**src/rtl/block_serializer.sv**
```systemverilog
// Ping-pong block buffer draining wide sorted blocks as single records; `SORTCHK_EN adds an ascending-key check on ERR.
// Record 0 valid one edge after a block is accepted; DOT/DOTEN/DOTLAST hold while DOTRDY=0, DINRDY drops when both slots are full.
module block_serializer #(
    parameter int P_LOG = 3,
    parameter int DATW  = 64,
    parameter int KEYW  = 32
) (
    input  logic                     CLK,
    input  logic                     RST,
    input  logic [(DATW<<P_LOG)-1:0] DIN,
    input  logic                     DINEN,
    output logic                     DINRDY,
    output logic [DATW-1:0]          DOT,
    output logic                     DOTEN,
    input  logic                     DOTRDY,
    output logic                     DOTLAST,
    output logic                     OVF,
    output logic                     ERR
);
    localparam int BLKW = DATW << P_LOG;

    logic [BLKW-1:0]  slot_q [2];
    logic [1:0]       valid_q, valid_d;
    logic             wp_q, wp_d;
    logic             rp_q, rp_d;
    logic [P_LOG-1:0] idx_q, idx_d;
    logic [DATW-1:0]  dot_q, dot_d;
    logic             doten_q, doten_d;
    logic             dotlast_q, dotlast_d;
    logic             ovf_q, ovf_d;
    logic             wr_en;
    logic             out_free;
    logic             load;

    assign DINRDY   = !(valid_q[0] && valid_q[1]);
    assign wr_en    = DINEN && DINRDY;
    assign out_free = !doten_q || DOTRDY;
    assign load     = out_free && valid_q[rp_q];

    always_comb begin
        valid_d   = valid_q;
        wp_d      = wp_q;
        rp_d      = rp_q;
        idx_d     = idx_q;
        dot_d     = dot_q;
        doten_d   = doten_q;
        dotlast_d = dotlast_q;
        ovf_d     = ovf_q;

        if (load) begin
            dot_d     = slot_q[rp_q][int'(idx_q)*DATW +: DATW];
            doten_d   = 1'b1;
            dotlast_d = &idx_q;
            idx_d     = idx_q + 1'b1;
            if (&idx_q) begin
                valid_d[rp_q] = 1'b0;
                rp_d          = !rp_q;
            end
        end else if (out_free) begin
            // Only drop DOTEN once the held record has been taken.
            doten_d   = 1'b0;
            dotlast_d = 1'b0;
        end

        // The write slot is always the free one, so it never collides with the read-side clear.
        if (wr_en) begin
            valid_d[wp_q] = 1'b1;
            wp_d          = !wp_q;
        end

        if (DINEN && !DINRDY) begin
            ovf_d = 1'b1;
        end
    end

    always_ff @(posedge CLK) begin
        if (RST) begin
            valid_q   <= 2'b00;
            wp_q      <= 1'b0;
            rp_q      <= 1'b0;
            idx_q     <= '0;
            dot_q     <= '0;
            doten_q   <= 1'b0;
            dotlast_q <= 1'b0;
            ovf_q     <= 1'b0;
        end else begin
            valid_q   <= valid_d;
            wp_q      <= wp_d;
            rp_q      <= rp_d;
            idx_q     <= idx_d;
            dot_q     <= dot_d;
            doten_q   <= doten_d;
            dotlast_q <= dotlast_d;
            ovf_q     <= ovf_d;
        end
    end

    always_ff @(posedge CLK) begin
        if (wr_en) begin
            slot_q[wp_q] <= DIN;
        end
    end

    assign DOT     = dot_q;
    assign DOTEN   = doten_q;
    assign DOTLAST = dotlast_q;
    assign OVF     = ovf_q;

`ifdef SORTCHK_EN
    logic [KEYW-1:0] prev_q, prev_d;
    logic            first_q, first_d;
    logic            err_q, err_d;

    always_comb begin
        prev_d  = prev_q;
        first_d = first_q;
        err_d   = err_q;
        if (doten_q && DOTRDY) begin
            if (!first_q && (dot_q[KEYW-1:0] < prev_q)) begin
                err_d = 1'b1;
            end
            prev_d  = dot_q[KEYW-1:0];
            first_d = dotlast_q;
        end
    end

    always_ff @(posedge CLK) begin
        if (RST) begin
            prev_q  <= '0;
            first_q <= 1'b1;
            err_q   <= 1'b0;
        end else begin
            prev_q  <= prev_d;
            first_q <= first_d;
            err_q   <= err_d;
        end
    end

    assign ERR = err_q;
`else
    // Without the checker ERR only reflects an impossible key width; 0 for any legal configuration.
    assign ERR = (KEYW > DATW);
`endif

endmodule

```
**config.mk**
```make
export PLATFORM = sky130hd
export DESIGN_NAME = block_serializer
export DESIGN_NICKNAME = d
export VERILOG_FILES = /design/src/rtl/block_serializer.sv
export SDC_FILE = /design/constraint.sdc
export NUM_CORES = 1
export LEC_CHECK = 0
export BUFFER_PORTS_ARGS = -buffer_cell sky130_fd_sc_hd__buf_2
export CAP_MARGIN = 10
export CORE_MARGIN = 2
export CORE_UTILIZATION = 52
export CTS_CLUSTER_SIZE = 24
export DETAILED_ROUTE_END_ITERATION = 6
export GPL_TIMING_DRIVEN = 0
export PLACE_DENSITY = 0.76
export SYNTH_ARGS = -nofsm -noshare
export SYNTH_HDL_FRONTEND = slang
export SYNTH_SLANG_ARGS = --single-unit
```
**constraint.sdc**
```tcl
create_clock -name CLK -period 14.7 [get_ports CLK]
set_clock_uncertainty 0.2 [all_clocks]
set_input_delay 1.47 -clock CLK [delete_from_list [all_inputs] [get_ports CLK]]
set_output_delay 1.47 -clock CLK [all_outputs]
set_load 0.01 [all_outputs]
```
==> run metrics <==
status complete, no violations; Mapped Nets 2,480; area occupied by multi-input gates 8813 sq um; Register Area 32,250 sq um; post-route ant nets 0; Worst Path Required 14.78 ns; Hold-fix buffers, CTS 0; num ports 585; CTS Buf Count 107; DR WL/cell 27.43 um; Residual DRC 0; slew margin rel. 32.54%; final worst setup slack 11.04 ns; CTS sink count 1,099; sw frac 21.26%; clock power share 41.1%; drt via density 5.785; RSZ-0062 raised after global routing no; RD Place Congestion 0.8329; Period Utilization, post-route 24.91%; final hold slack 0.2598 ns; average size of a mapped cell 21.29 sq um; die width 287.4 um; Skew-Pair Late Insertion Delay 0.67 ns; Peak VDD IR 0.1111 mV; grt ovf 0; CTS max path bufs 3; Yosys warning count 0; post-CTS setup buffers 0; DR vias 22,370; DP HPWL 73.75 mm; Final Hold Viols 0; leak pwr 17.54 nW; Die Span Y 287.4 um; initial antenna violation count 81; Pint 5.545 mW; Fillers 5,392; Worst-Margin Slew 1.012 ns; Setup CP Type in -> reg; drt pass-1 iters 5; Peak Freq 0.2730 GHz; Syn-to-layout area delta 20.54%; Worst-path clk slew 0.06 ns; setup violators final 0; Top FF cell, synth edfxtp_1; Switching Power 1.497 mW; setup_tns 0 ns; Cells after Synth 1,962; design area 50,350 sq um; max-slew violation count 0; Nets 3,188; crit path capture type flip-flop; total power draw 7.043 mW; vias in the first global route 23,583; Logic pwr share 6.9%; sequential area share after synthesis 77.21%; first-pass GRT wire length 150.1 mm; Yosys cell types 38; Power per Cell Area 139.9 nW/um^2; row cnt 103; Root Buffer clkbuf_16; largest net degree at the start of global routing 134; Mapped Area 41,770 sq um; CTS tree yes; placed inst area 46,400 sq um; core area 79,260 sq um; Port Buffers 583; pre-CTS WS 10.33 ns; CP startpoint kind input port; worst hold path type reg -> reg; max-cap check violation count 0; layout cells sized above 1 39.77%; drt total wl 106.1 mm; Tot GR Track Use 25.24%; number of synthesized flops with an enable pin 1,024; FF+latch count, synth 1,099; Reg power frac 52.0%; initial drt markers 2,097; CP Data Arrival Time 3.74 ns; post-route minimum period 3.662 ns; Initial Utilization 52.70%; die area 82,610 sq um; Synth async-reset ratio 0%; H-tree Lvls 3; crit path max fanout 133; post-cts sizing count 0
-- sequential cells by signal (all words and copies together), names as in the netlist, named ones only --
register,flops
idx_q,3
DOTLAST,1
valid_q,2
OVF,1
DOT,64
slot_q,1024
wp_q,1
rp_q,1
DOTEN,1
-- Yosys cell counts (3+ instances only) --
master        n  area, sq um
edfxtp_1   1024        30750
mux4_2      189         4257
mux2i_1     118         1181
nor2b_1     107        669.4
nor2_1       83        311.6
dfxtp_1      75         1501
a211o_1      64        560.5
a211oi_1     53        397.9
a2111oi_2    49        735.7
clkbuf_1     48        180.2
buf_2        28        140.1
mux2_2       23        259.0
buf_6        21        236.5
nor3_1       11        55.05
o22ai_1      11        68.82
a21oi_1       7        35.03
buf_4         7        52.55
nand2_1       7        26.28
a2111oi_0     4        35.03
buf_1         3        11.26
clkbuf_4      3        22.52
mux4_1        3        78.83
nand2b_1      3        18.77
o21ai_0       3        15.01
-- layer usage --
metal	track usage, %	vias up	share of wire (%)
met5	0	-	0.40
met4	10.21	70	3.1
met3	7.048	240	8.4
met2	43.28	982	52
met1	30.20	11446	36
li1	-	9632	-
-- worst max-delay path, stage by stage --
cell	delay (ns)
buf_2	0.11
nand2_1	0.06
or2_2	0.35
inv_8	0.38
buf_16	0.56
buf_16	0.51
-- layout make-up --
type,count,area share (%)
inverters,1,0.02237
repair buffers,599,6.575
clock inverters,56,1.578
clock buffers,144,5.962
flip-flops and latches,1099,64.05
well taps,1050,2.609
plain buffers,114,1.416
multi-input cells,748,17.50
diodes,56,0.2783
-- path summary, 6_finish.rpt --
| kind | end | start | slack [ns] | cells past startpoint |
|---|---|---|---|---|
| max | slot_q[0][101] | DINEN | 11.04 | 6 |
| min | DOT[17] | DOT[17] | 0.26 | 1 |
| max reg2reg | DOT[41] | idx_q[2] | 11.14 | 7 |
| min reg2reg | DOT[17] | DOT[17] | 0.26 | 1 |
-- per-stage QoR --
stage	utilization, %	std cells
2_1_floorplan	-	1962
3_3_place_gp	58.04	3595
3_5_place_dp	58.54	3610
4_1_cts	63.33	3810
5_1_grt	63.47	3849
6_report	63.53	3867
-- power by group through the flow --
| stage | clock (mW) | sequential (mW) | combinational (mW) |
|---|---|---|---|
| floorplan | 0 | 3.80 | 0.249 |
| global placement | 0 | 3.84 | 0.455 |
| detailed placement | 0 | 3.73 | 0.488 |
| CTS | 2.93 | 3.66 | 0.490 |
| global route | 3.05 | 3.68 | 0.519 |
| finish | 2.89 | 3.66 | 0.486 |
-- cells in the final DEF, fill, tap and decap left out, types with 4 or more instances in the layout --
cell type and n:
buf_16 11, clkinv_2 20, nor2_1 81, buf_8 4, dfxtp_1 75, o22ai_1 11
a2111oi_0 4, mux2_2 23, clkinv_1 7, buf_12 5, clkbuf_1 71, a2111oi_2 49
buf_2 611, mux4_2 189, nor2b_1 107, mux2i_1 118, edfxtp_1 1024, nor3_1 11
a21oi_1 7, a211oi_1 53, buf_4 7, clkinvlp_4 5, nand2_1 7, a211o_1 64
clkbuf_16 111, clkbuf_8 10, bufinv_16 16, buf_6 21, diode_2 56
-- cells by family after synthesis --
logic type | share of synthesized area, %
other | 0.008977
buffers and inverters | 1.716
AOI/OAI and AO/OA | 4.439
and+or+nand+nor | 2.699
adders and majority gates | 0.05990
muxes | 13.83
xor gates and xnor gates | 0.04194
DFF | 77.21
Power figures use the tool's default switching activity.
